## config.mk

```make
export PLATFORM = sky130hd
export DESIGN_NAME = bcd_binary_codec_flat
export DESIGN_NICKNAME = d
export VERILOG_FILES = /design/src/rtl/bcd_binary_codec_if.sv /design/src/rtl/bcd_binary_codec.sv /design/src/flat_wrapper.sv
export SDC_FILE = /design/constraint.sdc
export NUM_CORES = 1
export LEC_CHECK = 0
export CORE_ASPECT_RATIO = 0.5
export CORE_MARGIN = 2
export CORE_UTILIZATION = 61
export DETAILED_ROUTE_END_ITERATION = 7
export PLACE_DENSITY = 0.85
export REMOVE_ABC_BUFFERS = 1
export SLEW_MARGIN = 20
export SYNTH_ARGS = -nofsm -noshare
export SYNTH_HDL_FRONTEND = slang
export SYNTH_SLANG_ARGS = --single-unit
```

## constraint.sdc

```tcl
create_clock -name clk_i -period 4.6 [get_ports clk_i]
set_input_delay 0.69 -clock clk_i [delete_from_list [all_inputs] [get_ports clk_i]]
set_output_delay 0.69 -clock clk_i [all_outputs]
set_load 0.05 [all_outputs]
```

## src/rtl/bcd_binary_codec_if.sv

```systemverilog
// ---------------------------------------------------------------------------
// bcd_binary_codec_if
//   Request/response bundle for the BCD <-> binary codec.
//   Requester side (master) drives start_i, mode_i, bcd_i and bin_i.
//   Codec side (slave) returns ready_o, done_o, error_o, bcd_o and bin_o.
//   DIGITS sets the BCD width (4*DIGITS). BIN_W is the width of the binary
//   side, just wide enough for 10**DIGITS-1.
// ---------------------------------------------------------------------------
interface bcd_binary_codec_if #(
  parameter int DIGITS = 4
);
  localparam int BIN_W = $clog2(10**DIGITS);

  logic                  start_i;
  logic                  mode_i;
  logic [4*DIGITS-1:0]   bcd_i;
  logic [BIN_W-1:0]      bin_i;
  logic                  ready_o;
  logic                  done_o;
  logic                  error_o;
  logic [4*DIGITS-1:0]   bcd_o;
  logic [BIN_W-1:0]      bin_o;

  modport slave (
    input  start_i, mode_i, bcd_i, bin_i,
    output ready_o, done_o, error_o, bcd_o, bin_o
  );

  modport master (
    output start_i, mode_i, bcd_i, bin_i,
    input  ready_o, done_o, error_o, bcd_o, bin_o
  );
endinterface

```

## src/rtl/bcd_binary_codec.sv

```systemverilog
// ---------------------------------------------------------------------------
// bcd_binary_codec
//   Iterative bidirectional converter between packed BCD and unsigned binary.
//   mode 0: BCD -> binary by shift-right / subtract-3.
//   mode 1: binary -> BCD by add-3 / shift-left (double dabble).
//   Both directions share one {bcd,bin} working register and take BIN_W
//   iterations. Operands are validated at accept time; bad operands skip the
//   conversion and return error_o=1 with zeroed results.
// Ports
//   clk_i     rising-edge clock
//   reset_ni  asynchronous active-low reset
//   bus       slave side of bcd_binary_codec_if:
//               start_i/mode_i/bcd_i/bin_i  request, sampled when ready_o=1
//               ready_o                     high in IDLE
//               done_o                      one-cycle completion pulse
//               error_o                     status of last request
//               bcd_o/bin_o                 both sides of last request
// ---------------------------------------------------------------------------
module bcd_binary_codec #(
  parameter int DIGITS = 4
) (
  input  logic               clk_i,
  input  logic               reset_ni,
  bcd_binary_codec_if.slave  bus
);
  localparam int BCD_W = 4 * DIGITS;
  localparam int BIN_W = $clog2(10**DIGITS);
  localparam int REG_W = BCD_W + BIN_W;
  localparam int CNT_W = $clog2(BIN_W + 1);
  localparam logic [BIN_W:0]   BIN_LIMIT = (BIN_W + 1)'(10**DIGITS);
  localparam logic [CNT_W-1:0] CNT_INIT  = CNT_W'(BIN_W - 1);

  typedef enum logic [1:0] {
    S_IDLE,
    S_CONV,
    S_DONE,
    S_ERR
  } state_t;

  state_t            state_q, state_d;
  logic              mode_q, mode_d;
  logic [REG_W-1:0]  shreg_q, shreg_d;
  logic [CNT_W-1:0]  cnt_q, cnt_d;
  logic [BCD_W-1:0]  op_bcd_q, op_bcd_d;
  logic [BIN_W-1:0]  op_bin_q, op_bin_d;
  logic              error_q, error_d;
  logic [BCD_W-1:0]  bcd_out_q, bcd_out_d;
  logic [BIN_W-1:0]  bin_out_q, bin_out_d;

  // -------------------------------------------------------------------------
  // Operand validation
  // -------------------------------------------------------------------------
  logic [DIGITS-1:0] nib_bad;
  logic              bcd_bad;
  logic              bin_bad;
  logic              operand_bad;

  for (genvar gi = 0; gi < DIGITS; gi++) begin : g_nib_check
    assign nib_bad[gi] = (bus.bcd_i[4*gi +: 4] > 4'd9);
  end

  assign bcd_bad     = |nib_bad;
  assign bin_bad     = ({1'b0, bus.bin_i} >= BIN_LIMIT);
  assign operand_bad = bus.mode_i ? bin_bad : bcd_bad;

  // -------------------------------------------------------------------------
  // One iteration in each direction; digit corrections are parallel.
  // -------------------------------------------------------------------------
  logic [REG_W-1:0] shr;
  logic [REG_W-1:0] iter_r;
  logic [REG_W-1:0] add_pre;
  logic [REG_W-1:0] iter_l;
  logic [BCD_W-1:0] bcd_sub;
  logic [BCD_W-1:0] bcd_add;

  assign shr = shreg_q >> 1;

  for (genvar gi = 0; gi < DIGITS; gi++) begin : g_digit_fix
    // Right-shift path: a digit that picked up the half-weight bit (>=8)
    // overstates by 3 after the shift.
    assign bcd_sub[4*gi +: 4] = (shr[BIN_W + 4*gi +: 4] >= 4'd8)
                              ? shr[BIN_W + 4*gi +: 4] - 4'd3
                              : shr[BIN_W + 4*gi +: 4];
    // Left-shift path: a digit >=5 would double past 9, so pre-add 3.
    assign bcd_add[4*gi +: 4] = (shreg_q[BIN_W + 4*gi +: 4] >= 4'd5)
                              ? shreg_q[BIN_W + 4*gi +: 4] + 4'd3
                              : shreg_q[BIN_W + 4*gi +: 4];
  end

  assign iter_r  = {bcd_sub, shr[BIN_W-1:0]};
  assign add_pre = {bcd_add, shreg_q[BIN_W-1:0]};
  assign iter_l  = add_pre << 1;

  // -------------------------------------------------------------------------
  // Next-state / datapath
  // -------------------------------------------------------------------------
  always_comb begin
    state_d   = state_q;
    mode_d    = mode_q;
    shreg_d   = shreg_q;
    cnt_d     = cnt_q;
    op_bcd_d  = op_bcd_q;
    op_bin_d  = op_bin_q;
    error_d   = error_q;
    bcd_out_d = bcd_out_q;
    bin_out_d = bin_out_q;

    unique case (state_q)
      S_IDLE: begin
        if (bus.start_i) begin
          mode_d   = bus.mode_i;
          op_bcd_d = bus.bcd_i;
          op_bin_d = bus.bin_i;
          if (operand_bad) begin
            // Results are cleared now so they are valid alongside done_o.
            state_d   = S_ERR;
            error_d   = 1'b1;
            bcd_out_d = '0;
            bin_out_d = '0;
          end else begin
            state_d = S_CONV;
            error_d = 1'b0;
            cnt_d   = CNT_INIT;
            shreg_d = bus.mode_i ? {{BCD_W{1'b0}}, bus.bin_i}
                                 : {bus.bcd_i, {BIN_W{1'b0}}};
          end
        end
      end

      S_CONV: begin
        shreg_d = mode_q ? iter_l : iter_r;
        if (cnt_q == '0) begin
          // Last iteration: publish from the freshly computed value so the
          // result registers are already correct during the done cycle.
          state_d = S_DONE;
          if (mode_q) begin
            bcd_out_d = iter_l[REG_W-1 -: BCD_W];
            bin_out_d = op_bin_q;
          end else begin
            bcd_out_d = op_bcd_q;
            bin_out_d = iter_r[BIN_W-1:0];
          end
        end else begin
          cnt_d = cnt_q - 1'b1;
        end
      end

      S_DONE:  state_d = S_IDLE;
      S_ERR:   state_d = S_IDLE;
      default: state_d = S_IDLE;
    endcase
  end

  always_ff @(posedge clk_i or negedge reset_ni) begin
    if (!reset_ni) begin
      state_q   <= S_IDLE;
      mode_q    <= 1'b0;
      shreg_q   <= '0;
      cnt_q     <= '0;
      op_bcd_q  <= '0;
      op_bin_q  <= '0;
      error_q   <= 1'b0;
      bcd_out_q <= '0;
      bin_out_q <= '0;
    end else begin
      state_q   <= state_d;
      mode_q    <= mode_d;
      shreg_q   <= shreg_d;
      cnt_q     <= cnt_d;
      op_bcd_q  <= op_bcd_d;
      op_bin_q  <= op_bin_d;
      error_q   <= error_d;
      bcd_out_q <= bcd_out_d;
      bin_out_q <= bin_out_d;
    end
  end

  // -------------------------------------------------------------------------
  // Outputs
  // -------------------------------------------------------------------------
  assign bus.ready_o = (state_q == S_IDLE);
  assign bus.done_o  = (state_q == S_DONE) || (state_q == S_ERR);
  assign bus.error_o = error_q;
  assign bus.bcd_o   = bcd_out_q;
  assign bus.bin_o   = bin_out_q;

endmodule

```

## src/flat_wrapper.sv

```systemverilog
// flat-port wrapper written by rule: the top's interface ports become plain ports
module bcd_binary_codec_flat 
#(
  parameter int DIGITS = 4
)
  (clk_i, reset_ni, bus_start_i, bus_mode_i, bus_bcd_i, bus_bin_i, bus_ready_o, bus_done_o, bus_error_o, bus_bcd_o, bus_bin_o);
  bcd_binary_codec_if #(.DIGITS(DIGITS)) bus_i ();
  input  logic clk_i;
  input  logic reset_ni;
  input wire logic [$bits(bus_i.start_i)-1:0] bus_start_i;
  input wire logic [$bits(bus_i.mode_i)-1:0] bus_mode_i;
  input wire logic [$bits(bus_i.bcd_i)-1:0] bus_bcd_i;
  input wire logic [$bits(bus_i.bin_i)-1:0] bus_bin_i;
  output wire logic [$bits(bus_i.ready_o)-1:0] bus_ready_o;
  output wire logic [$bits(bus_i.done_o)-1:0] bus_done_o;
  output wire logic [$bits(bus_i.error_o)-1:0] bus_error_o;
  output wire logic [$bits(bus_i.bcd_o)-1:0] bus_bcd_o;
  output wire logic [$bits(bus_i.bin_o)-1:0] bus_bin_o;
  assign bus_i.start_i = bus_start_i;
  assign bus_i.mode_i = bus_mode_i;
  assign bus_i.bcd_i = bus_bcd_i;
  assign bus_i.bin_i = bus_bin_i;
  assign bus_ready_o = bus_i.ready_o;
  assign bus_done_o = bus_i.done_o;
  assign bus_error_o = bus_i.error_o;
  assign bus_bcd_o = bus_i.bcd_o;
  assign bus_bin_o = bus_i.bin_o;
  bcd_binary_codec #(.DIGITS(DIGITS)) u_core (.clk_i(clk_i), .reset_ni(reset_ni), .bus(bus_i));
endmodule
```

==> results.cfg, run 1 <==
[logic_synthesis]
synth-seq-cells = 98
synthFlopType = dfrtp_1
synth_cell_types = 51
yosysSeqAreaShare_pct = 44.2
synth.avg_cell_area_um2 = 9.04
synth_warnings = 0
syn_area_mm2 = 0.00555
synth_edf_count = 0
async_flop_share_pct = 100
synth_cells = 614

[cells_and_area]
nets = 717
layout-drive-gt1-share_pct = 9.70
final_cells = 787
fin_area_mm2 = 0.00657
area_delta_synth_final_pct = 18.4
final_util_pct = 75.0
n_antenna_cell = 0

[clocking]
post_cts_buffers = 0
cts_max_path_buffers = 2
cts_tree = yes
cts.root.buffer_cell = clkbuf_16
clock-sinks = 98
ctsHtreeMaxLevel = 3
clk_latency_ns = 0.35
cts_hold_buffers = 0
clkTransAtPathRegs_ns = 0.07
cts_buffers = 9
cts_resized = 0

[global_route]
grt_pass1_vias = 4540
grt_max_degree = 66
antenna_found_initial = 0
globalRouteTotalUtil_pct = 27.9
grt_pass1_wl_um = 22100
grt_overflow = 0

[setup_path]
worst-path-max-fanout = 15
cpPeakStageDelay_ns = 0.75
start_kind = input port
timing.critical_path.buf_inv = 2
critPathCaptureType = register
critical-path-top-delay-family = buffers and inverters
crit_chain = clkdlybuf4s50_1, nand2_1, a21oi_2, a211oi_4, buf_4, mux2_2
crit_path_top_delay_cell = a211oi_4
cp_data_required_time_ns = 4.84
critPathKind = input port to register
cp.arrival_ns = 3.14
crit_cells = 6
reg2reg_depth = 6

[sta]
finalCritPeriodShare_pct = 63.2
setup_viol = 0
hold_viol = 0
slew_violations = 0
setup_slack_ns = 1.69
finClkSkew_ns = 0.00571
relSlewSlack_pct = 38.4
fin_tns_setup_ns = 0
fmax_ghz = 0.344
post-route-min-period_ns = 2.91
tightestPinTransition_ns = 0.924
rsz0062_at_grt = false

[route]
routed.top_layer = met4
vias = 4665
routedWlPerCell_um = 16.5
drtIter0Drc = 322
firstDrtPassIters = 5
route.met3.wl_um = 760
wl_met2_um = 6000
drcViolationCount = 0
met1_length_um = 6070
viasPerCell = 5.93
ant_nets = 0
routed_wl_um = 13000

[pwr]
seq_power_share_pct = 33.7
p_comb_share_pct = 50.8
power_density_mw_per_mm2 = 717
ir_worst_vdd_mv = 0.380
power_switching_mw = 2.09
p_leak_nw = 2.98
p_int_mw = 2.62
sw_frac_of_total_pct = 44.3
clockPowerShare_pct = 15.4

[floorplan]
start_util_pct = 63.3
die_area_mm2 = 0.00992
core_area_mm2 = 0.00877
ios = 67
die_width_um = 139
die_h_um = 71.5
num_rows = 24

[placement]
post-dp-hpwl_um = 8420
place_area_mm2 = 0.00629
place_inst = 771
gp_congestion = 0.890
post-place-ws_ns = 1.35
port_buffers = 66

[run]
cap_viol_max_count = 0

[hold_path]
min-delay-path-class = input port to async pin

[status]
status = complete, no violations
[cell type report]
type / instances / area (µm²)
multi-input combinational: 436 / 2790
tap: 117 / 146
sequential: 98 / 2450
clock inverter: 3 / 23.8
inverter: 43 / 161
fill: 658 / 2200
clock buffer: 13 / 260
timing repair buffer: 77 / 741
[path summary, 6_finish.rpt]
kind | startpoint | endpoint | slack [ns]
worst max-delay path | bus_mode_i | u_core.shreg_q[29] | 1.69
worst min-delay path | reset_ni | u_core.op_bin_q[9] | 0.43
worst max register to register | u_core.state_q[1] | u_core.bus.bin_o[10] | 1.92
worst min register to register | u_core.op_bcd_q[2] | u_core.op_bcd_q[2] | 0.47
max in group asynchronous | reset_ni | u_core.bus.bcd_o[1] | 3.19
min in group clk_i | u_core.op_bcd_q[2] | u_core.op_bcd_q[2] | 0.47
[routing by layer]
metal | up-vias | GRT usage [%]
met5 | - | 0
met4 | 0 | 7.97
li1 | 2219 | -
met3 | 21 | 5.88
met1 | 2276 | 38.9
met2 | 149 | 45.1
[cell usage after synthesis, types with 2 or more instances]
library cell,count,area (µm²)
inv_1,43,161
or3_1,3,18.8
nor3_1,5,25.0
o211ai_1,6,45.0
a21o_1,5,37.5
buf_6,2,22.5
o31ai_1,30,225
or2_2,2,12.5
xor2_1,3,26.3
a221o_1,4,40.0
dfrtp_1,98,2450
nand2b_1,9,56.3
a211oi_1,4,30.0
mux2i_1,24,240
o21ai_0,39,195
mux2_1,3,33.8
a22oi_1,3,22.5
buf_2,10,50.1
nand4_1,2,12.5
and3_1,4,25.0
nor3b_1,8,60.1
nor2b_1,17,106
o31a_1,3,26.3
nand3_1,18,90.1
buf_1,2,7.51
a21oi_1,17,85.1
ha_1,18,225
clkbuf_1,23,86.3
a22o_1,3,26.3
nand2_1,136,510
nor3_2,2,20.0
mux2_2,28,315
o22ai_1,3,18.8
nor2_1,18,67.6
a31oi_1,3,18.8
[cell families after synthesis]
kind of cell / share of synthesized area (%)
muxes: 10.6
DFF: 44.2
xor gates and xnor gates: 0.631
AOI/OAI and AO/OA: 15.6
adders and majority gates: 4.06
buffers and inverters: 5.91
and+or+nand+nor: 19.0
[placed cells by master, fill, tap and decap left out, drive strengths merged, types with 4 or more instances in the layout]
cell,count
buf,12
nor2,18
mux2i,24
nand3,18
nor3b,8
ha,18
dfrtp,98
o211ai,6
a221o,4
inv,43
a21oi,18
mux2,31
clkdlybuf4s50,65
o21ai,39
nor2b,17
clkbuf,13
a211oi,5
nand2b,9
nand2,136
and3,4
o31ai,31
nor3,7
a21o,5
[per-stage QoR]
step	hold WS, ns	power [mW]
finish	0.434	4.71
global route	0.492	5.04
CTS	0.470	4.71
detailed placement	0.456	3.96
global placement	0.449	3.88
floorplan	0.394	3.26
[power by group through the flow]
stage                     logic (mW)  clock network, mW  registers (mW)
final                           2.40              0.727            1.59
after global routing            2.62              0.767            1.65
after CTS                       2.40              0.735            1.58
after detailed placement        2.36                  0            1.60
after global placement          2.30                  0            1.58
after floorplan                 1.38                  0            1.88
[flip-flops by register name (all words and copies together), names as in the netlist]
signal              flops
u_core.state_q          2
u_core.shreg_q         30
u_core.cnt_q            4
u_core.op_bcd_q        16
u_core.bus.bcd_o       16
u_core.op_bin_q        14
u_core.bus.bin_o       14
u_core.bus.error_o      1
u_core.mode_q           1
(Power assumes the default switching activity.)
==> run 2: changes to the inputs <==
--- a/config.mk
+++ b/config.mk
@@ -7,9 +7,9 @@
 export LEC_CHECK = 0
 export CORE_ASPECT_RATIO = 0.5
 export CORE_MARGIN = 2
-export CORE_UTILIZATION = 61
+export CORE_UTILIZATION = 56
 export DETAILED_ROUTE_END_ITERATION = 7
-export PLACE_DENSITY = 0.85
+export PLACE_DENSITY = 0.79
 export REMOVE_ABC_BUFFERS = 1
 export SLEW_MARGIN = 20
 export SYNTH_ARGS = -nofsm -noshare
==> constraint.sdc (replaced) <==
create_clock -name clk_i -period 2.7 [get_ports clk_i]
set_input_delay 0.405 -clock clk_i [delete_from_list [all_inputs] [get_ports clk_i]]
set_output_delay 0.405 -clock clk_i [all_outputs]
set_load 0.05 [all_outputs]
==> run 2 against run 1 <==
  * Final area is 2.6% higher
  * Die area is 8.5% higher
  * Worst setup slack worse by 1.4 ns
==> results.cfg, run 2 (same netlist as run 1, synthesis figures left out) <==
[clocking]
clock-sinks = 98
post_cts_buffers = 0
cts_max_path_buffers = 2
cts_tree = yes
cts_buffers = 9
clkTransAtPathRegs_ns = 0.07
cts.root.buffer_cell = clkbuf_16
ctsHtreeMaxLevel = 3
clk_latency_ns = 0.35

[sta]
tightestPinTransition_ns = 0.983
finClkSkew_ns = 0.00703
hold_viol = 0
fmax_ghz = 0.416
finalCritPeriodShare_pct = 89.1
rsz0062_at_grt = false
relSlewSlack_pct = 34.2
post-route-min-period_ns = 2.40
setup_viol = 0
slew_violations = 0

[placement]
gp_congestion = 0.883
place_area_mm2 = 0.00642
port_buffers = 66
post-dp-hpwl_um = 9190

[route]
drtIter0Drc = 443
routed_wl_um = 13900
drcViolationCount = 0
route.met3.wl_um = 803
met1_length_um = 6540
routed.top_layer = met4
ant_nets = 0
wl_met2_um = 6320
viasPerCell = 5.70
firstDrtPassIters = 5
vias = 4649
routedWlPerCell_um = 17.0

[setup_path]
reg2reg_depth = 7
cp.arrival_ns = 2.63
worst-path-max-fanout = 17
r2r-end = u_core.bus.bcd_o[12]
cp_data_required_time_ns = 2.92
critPathCaptureType = register
r2r_start = u_core.shreg_q[22]
start_kind = input port
critPathKind = input port to register
r2r_slack_ns = 0.54

[hold_path]
min-delay-path-class = input port to async pin

[cells_and_area]
area_delta_synth_final_pct = 21.6
n_antenna_cell = 0
fillerInstances = 755
final_common_cell = nand2_1
nets = 728
fin_area_mm2 = 0.00675
mostFrequentLayoutCells = nand2_1 (136), dfrtp_1 (97), clkdlybuf4s50_1 (65), inv_1 (43), o21ai_0 (39)
largest_reg_flops = 30
regMostFlops = u_core.shreg_q
layout-drive-gt1-share_pct = 11.3

[pwr]
power_density_mw_per_mm2 = 1230
power_mw = 8.30
p_leak_nw = 3.07
ir_worst_vdd_mv = 0.535

[floorplan]
num_rows = 25
die_area_mm2 = 0.0108
start_util_pct = 58.2
die_width_um = 145
die_h_um = 74.4
ios = 67
core_area_mm2 = 0.00954

[global_route]
grt_overflow = 0
grt_pass1_wl_um = 23200
antenna_found_initial = 0
grt_max_degree = 85
globalRouteTotalUtil_pct = 28.1
grt_pass1_vias = 4623

[run]
cap_viol_max_count = 0

[status]
status = complete, no violations
## run 2: cell count changes in the layout (fill, tap and decap cells not counted), sizes merged
cell,delta
dlygate4sd3,+1
clkinv,+1
inv,+1
bufinv,+1
clkinvlp,-1
buf,+10
clkbuf,-2
## run 2: area by class of cell
class | instances | area [µm²] | share of cell area (%)
tap | 135 | 169 | 2.50
multi-input combinational | 436 | 2790 | 41.3
clock buffer | 11 | 253 | 3.75
sequential | 98 | 2450 | 36.4
timing repair buffer | 88 | 863 | 12.8
inverter | 43 | 161 | 2.39
clock inverter | 5 | 60.1 | 0.890
## run 2: power by group
part,total (mW),internal (mW),switching [mW]
clock network,1.36,0.773,0.585
logic,4.25,1.77,2.48
registers,2.70,2.10,0.600
total,8.30,4.64,3.66
## run 2: worst max-delay path by stage
stage                 startpoint  cells past startpoint              endpoint  slack [ns]
2_1_floorplan  u_core.state_q[1]                      4  u_core.bus.bcd_o[11]       -1.06
3_3_place_gp       bus_bcd_i[10]                      7  u_core.bus.bcd_o[13]        0.04
3_5_place_dp       bus_bcd_i[10]                      7   u_core.bus.bin_o[7]       0.001
4_1_cts        u_core.state_q[1]                      3           bus_ready_o        0.30
5_1_grt            bus_bcd_i[10]                      7   u_core.bus.bin_o[3]        0.22
6_report           bus_bcd_i[10]                      7   u_core.bus.bin_o[7]        0.30
## run 2: what timing repair did
action	4_1_cts	5_1_grt
resized for setup	0	0
hold buffers	1	0
endpoints found under the hold margin	14	0
setup endpoints to repair	0	0
## run 2: stage by stage
stage	util [%]	hold WS (ns)	TNS, ns	std cells	setup slack [ns]
4_1_cts	70.7	0.458	0	816	0.300
6_report	70.7	0.468	0	816	0.295
3_3_place_gp	67.3	0.269	0	799	0.0357
3_5_place_dp	67.3	0.273	0	799	0.00138
5_1_grt	70.7	0.485	0	816	0.219
2_1_floorplan	-	0.109	-32.34	577	-1.06
## run 2: routing by layer
metal  global-route usage (%)  vias up
met5                        0        -
met4                     8.63        0
met3                     4.64       23
met2                     45.6      150
met1                     39.4     2235
li1                         -     2241
## run 2: critical path, cell delays in order
cell and delay, ns:
clkdlybuf4s50_1 0.50, o21ai_0 0.18, nand4_1 0.22, nor2_1 0.12, nor3_4 0.77, buf_4 0.33, o31ai_1 0.09
==> RTL edit, RTL diff (config.mk and constraints of run 2) <==
`DIGITS` is set to 4 in 3 places; all go to 5. Comments in the files are not updated.
--- a/src/rtl/bcd_binary_codec_if.sv
+++ b/src/rtl/bcd_binary_codec_if.sv
@@ -8,5 +8,5 @@
 // ---------------------------------------------------------------------------
 interface bcd_binary_codec_if #(
-  parameter int DIGITS = 4
+  parameter int DIGITS = 5
 );
   localparam int BIN_W = $clog2(10**DIGITS);
--- a/src/rtl/bcd_binary_codec.sv
+++ b/src/rtl/bcd_binary_codec.sv
@@ -18,5 +18,5 @@
 // ---------------------------------------------------------------------------
 module bcd_binary_codec #(
-  parameter int DIGITS = 4
+  parameter int DIGITS = 5
 ) (
   input  logic               clk_i,
--- a/src/flat_wrapper.sv
+++ b/src/flat_wrapper.sv
@@ -2,5 +2,5 @@
 module bcd_binary_codec_flat 
 #(
-  parameter int DIGITS = 4
+  parameter int DIGITS = 5
 )
   (clk_i, reset_ni, bus_start_i, bus_mode_i, bus_bcd_i, bus_bin_i, bus_ready_o, bus_done_o, bus_error_o, bus_bcd_o, bus_bin_o);
Ports: changed (resized bus_bcd_i, bus_bcd_o, bus_bin_i and bus_bin_o); port bits go from 67 to 81. The function was not compared with the original's and may differ.
==> RTL edit against run 2 <==
Worst setup slack better by 32 ps; cell area rose by 20%; critical endpoint is now bus_ready_o; wire length grew 22%; critical path depth fell by 5; synthesized area rose by 17%; power rose by 32%; sequential cell count rose by 22; final cell count increased by 15%; sequential share of layout area up 0.80 points.
==> RTL edit: results (changes against run 2) <==
place_ws_ps: 83.4  # was 1.38 ps
synth_cell_types: 50  # was 51
layout.cells.non_filler: 935  # was 816
clkLatencyLatePin_ps: 420  # was 350 ps
antenna_found_initial: 0  # unchanged
cts_resized: 0  # unchanged
largest-register: "u_core.shreg_q"  # unchanged
routed_via_density: 5.95  # was 5.70
place_area_um2: 7480  # was 6420 um^2
nets: 842  # was 728
grt_use_total_pct: 28.9  # was 28.1%
clockRootBuffer: "clkbuf_16"  # unchanged
cts_buffer_depth: 2  # unchanged
ys_seq_area_share_pct: 46.2  # was 44.2%
p_leak_nw: 3.70  # was 3.07 nW
place.gp.congestion: 0.887  # was 0.883
io_buffers: 80  # was 66
finalHoldViolCount: 0  # unchanged
path_clk_slew_ps: 60
antenna_cells: 0  # unchanged
synth_area_per_cell_um2: 9.31  # was 9.04 um^2
htree_levels: 4  # was 3
hp-class: "register to register"  # was primary input to async pin
cp_max_fo: 9  # was 17
yosys-top-cells-count: "nand2_1 (158), dfrtp_1 (120), o21ai_0 (62)"  # was nand2_1 (136), dfrtp_1 (98), inv_1 (43)
vdd_drop_max_v: 0.000725  # was 0.000535 V
avgRoutedWirePerCell_um: 18.1  # was 17.0 um
dr.pass1.iters: 7  # was 5
arrival_ps: 1970  # was 2630 ps
worst_pin_slew_ps: 939  # was 983 ps
synth-async-reset-ratio_pct: 100  # unchanged
n_fill_cell: 809  # was 755
cp-start-kind: "register"  # was primary input
largest_register_ffs: 37  # was 30
yosys_warnings: 0  # unchanged
drt_iter0_markers: 485  # was 443
drive_gt1_share_pct: 11.3  # about the same
dp_hpwl_um: 10900  # was 9190 um
finClkSkew_ps: 6.85  # was 7.03 ps
grt_first_pass_wirelength_um: 28000  # was 23200 um
grt_pass1_vias: 5571  # was 4623
dp_cells: 902  # was 799
status: "complete, no violations"  # unchanged
cts_made_buffers: 17  # was 9
grt_max_degree: 84  # was 85
synth.area.top_cells: "dfrtp_1 (46%), nand2_1 (9.1%), o21ai_0 (4.8%)"  # was dfrtp_1 (44%), nand2_1 (9.2%), mux2_2 (5.7%)
==> RTL edit: cell count changes after synthesis, sizes merged, moves of 5 or more <==
cell | before | now
o2bb2ai | 1 | 26
a211oi | 5 | 0
nor2 | 18 | 11
xnor2 | 1 | 9
o21ai | 39 | 62
ha | 18 | 24
mux2i | 24 | 18
inv | 43 | 21
buf | 14 | 19
o31ai | 31 | 1
a21oi | 18 | 59
nand2 | 136 | 158
dfrtp | 98 | 120
==> RTL edit: final cells by class <==
class / instances / area (um^2) / share of cell area (%)
multi-input cells: 512 / 3200 / 39.6
clock inverters: 14 / 150 / 1.86
repair buffers: 105 / 1030 / 12.7
flip-flops and latches: 120 / 3000 / 37.2
inverters: 21 / 78.8 / 0.975
well taps: 145 / 181 / 2.24
clock buffers: 18 / 439 / 5.43
==> RTL edit: critical path, cell delays in order, from the launching register on <==
cell and delay, ps:
dfrtp_1 490, nor2_1 220, clkdlybuf4s50_1 830
==> RTL edit: logic make-up (layout without fill, tap and decap cells) <==
kind of cell / count (synthesis) / count (layout) / synth area share, %
mux: 48 / 48 / 7.97
fa+ha+maj: 24 / 24 / 4.62
xor+xnor: 13 / 13 / 1.75
simple gates: 240 / 240 / 16.8
buf+inv: 66 / 158 / 4.56
compound gates: 187 / 187 / 18.1
flops: 120 / 120 / 46.2
==> RTL edit: worst paths after layout <==
path	startpoint	end	cells past startpoint	slack, ps
setup / recovery	u_core.state_q[0]	bus_ready_o	2	330
hold / removal	u_core.bus.bcd_o[7]	u_core.bus.bcd_o[7]	1	470
setup reg to reg	u_core.cnt_q[0]	u_core.bus.bcd_o[1]	8	530
hold reg to reg	u_core.bus.bcd_o[7]	u_core.bus.bcd_o[7]	1	470
max in group asynchronous	reset_ni	u_core.bus.bcd_o[7]	3	1390
min in group asynchronous	reset_ni	u_core.op_bin_q[11]	2	510
==> RTL edit: routing by layer <==
metal	GRT usage, %	part of all wire (%)	vias up
met4	10.9	1.8	0
met2	46.6	47	205
met3	6.31	5.5	32
met5	0	0	-
li1	-	-	2591
met1	38.7	46	2738
==> RTL edit: where the power goes <==
group | switching, mW | leakage, nW | internal [mW]
combinational | 3.31 | 1.86 | 2.21
clock | 0.881 | 0.283 | 1.39
sequential | 0.636 | 1.56 | 2.58
total | 4.82 | 3.70 | 6.18
==> RTL edit: timing repair <==
| item | CTS | global route |
|---|---|---|
| hold buffers | 1 | 0 |
| endpoints found under the hold margin | 33 | 0 |
| setup buffers | 0 | 0 |
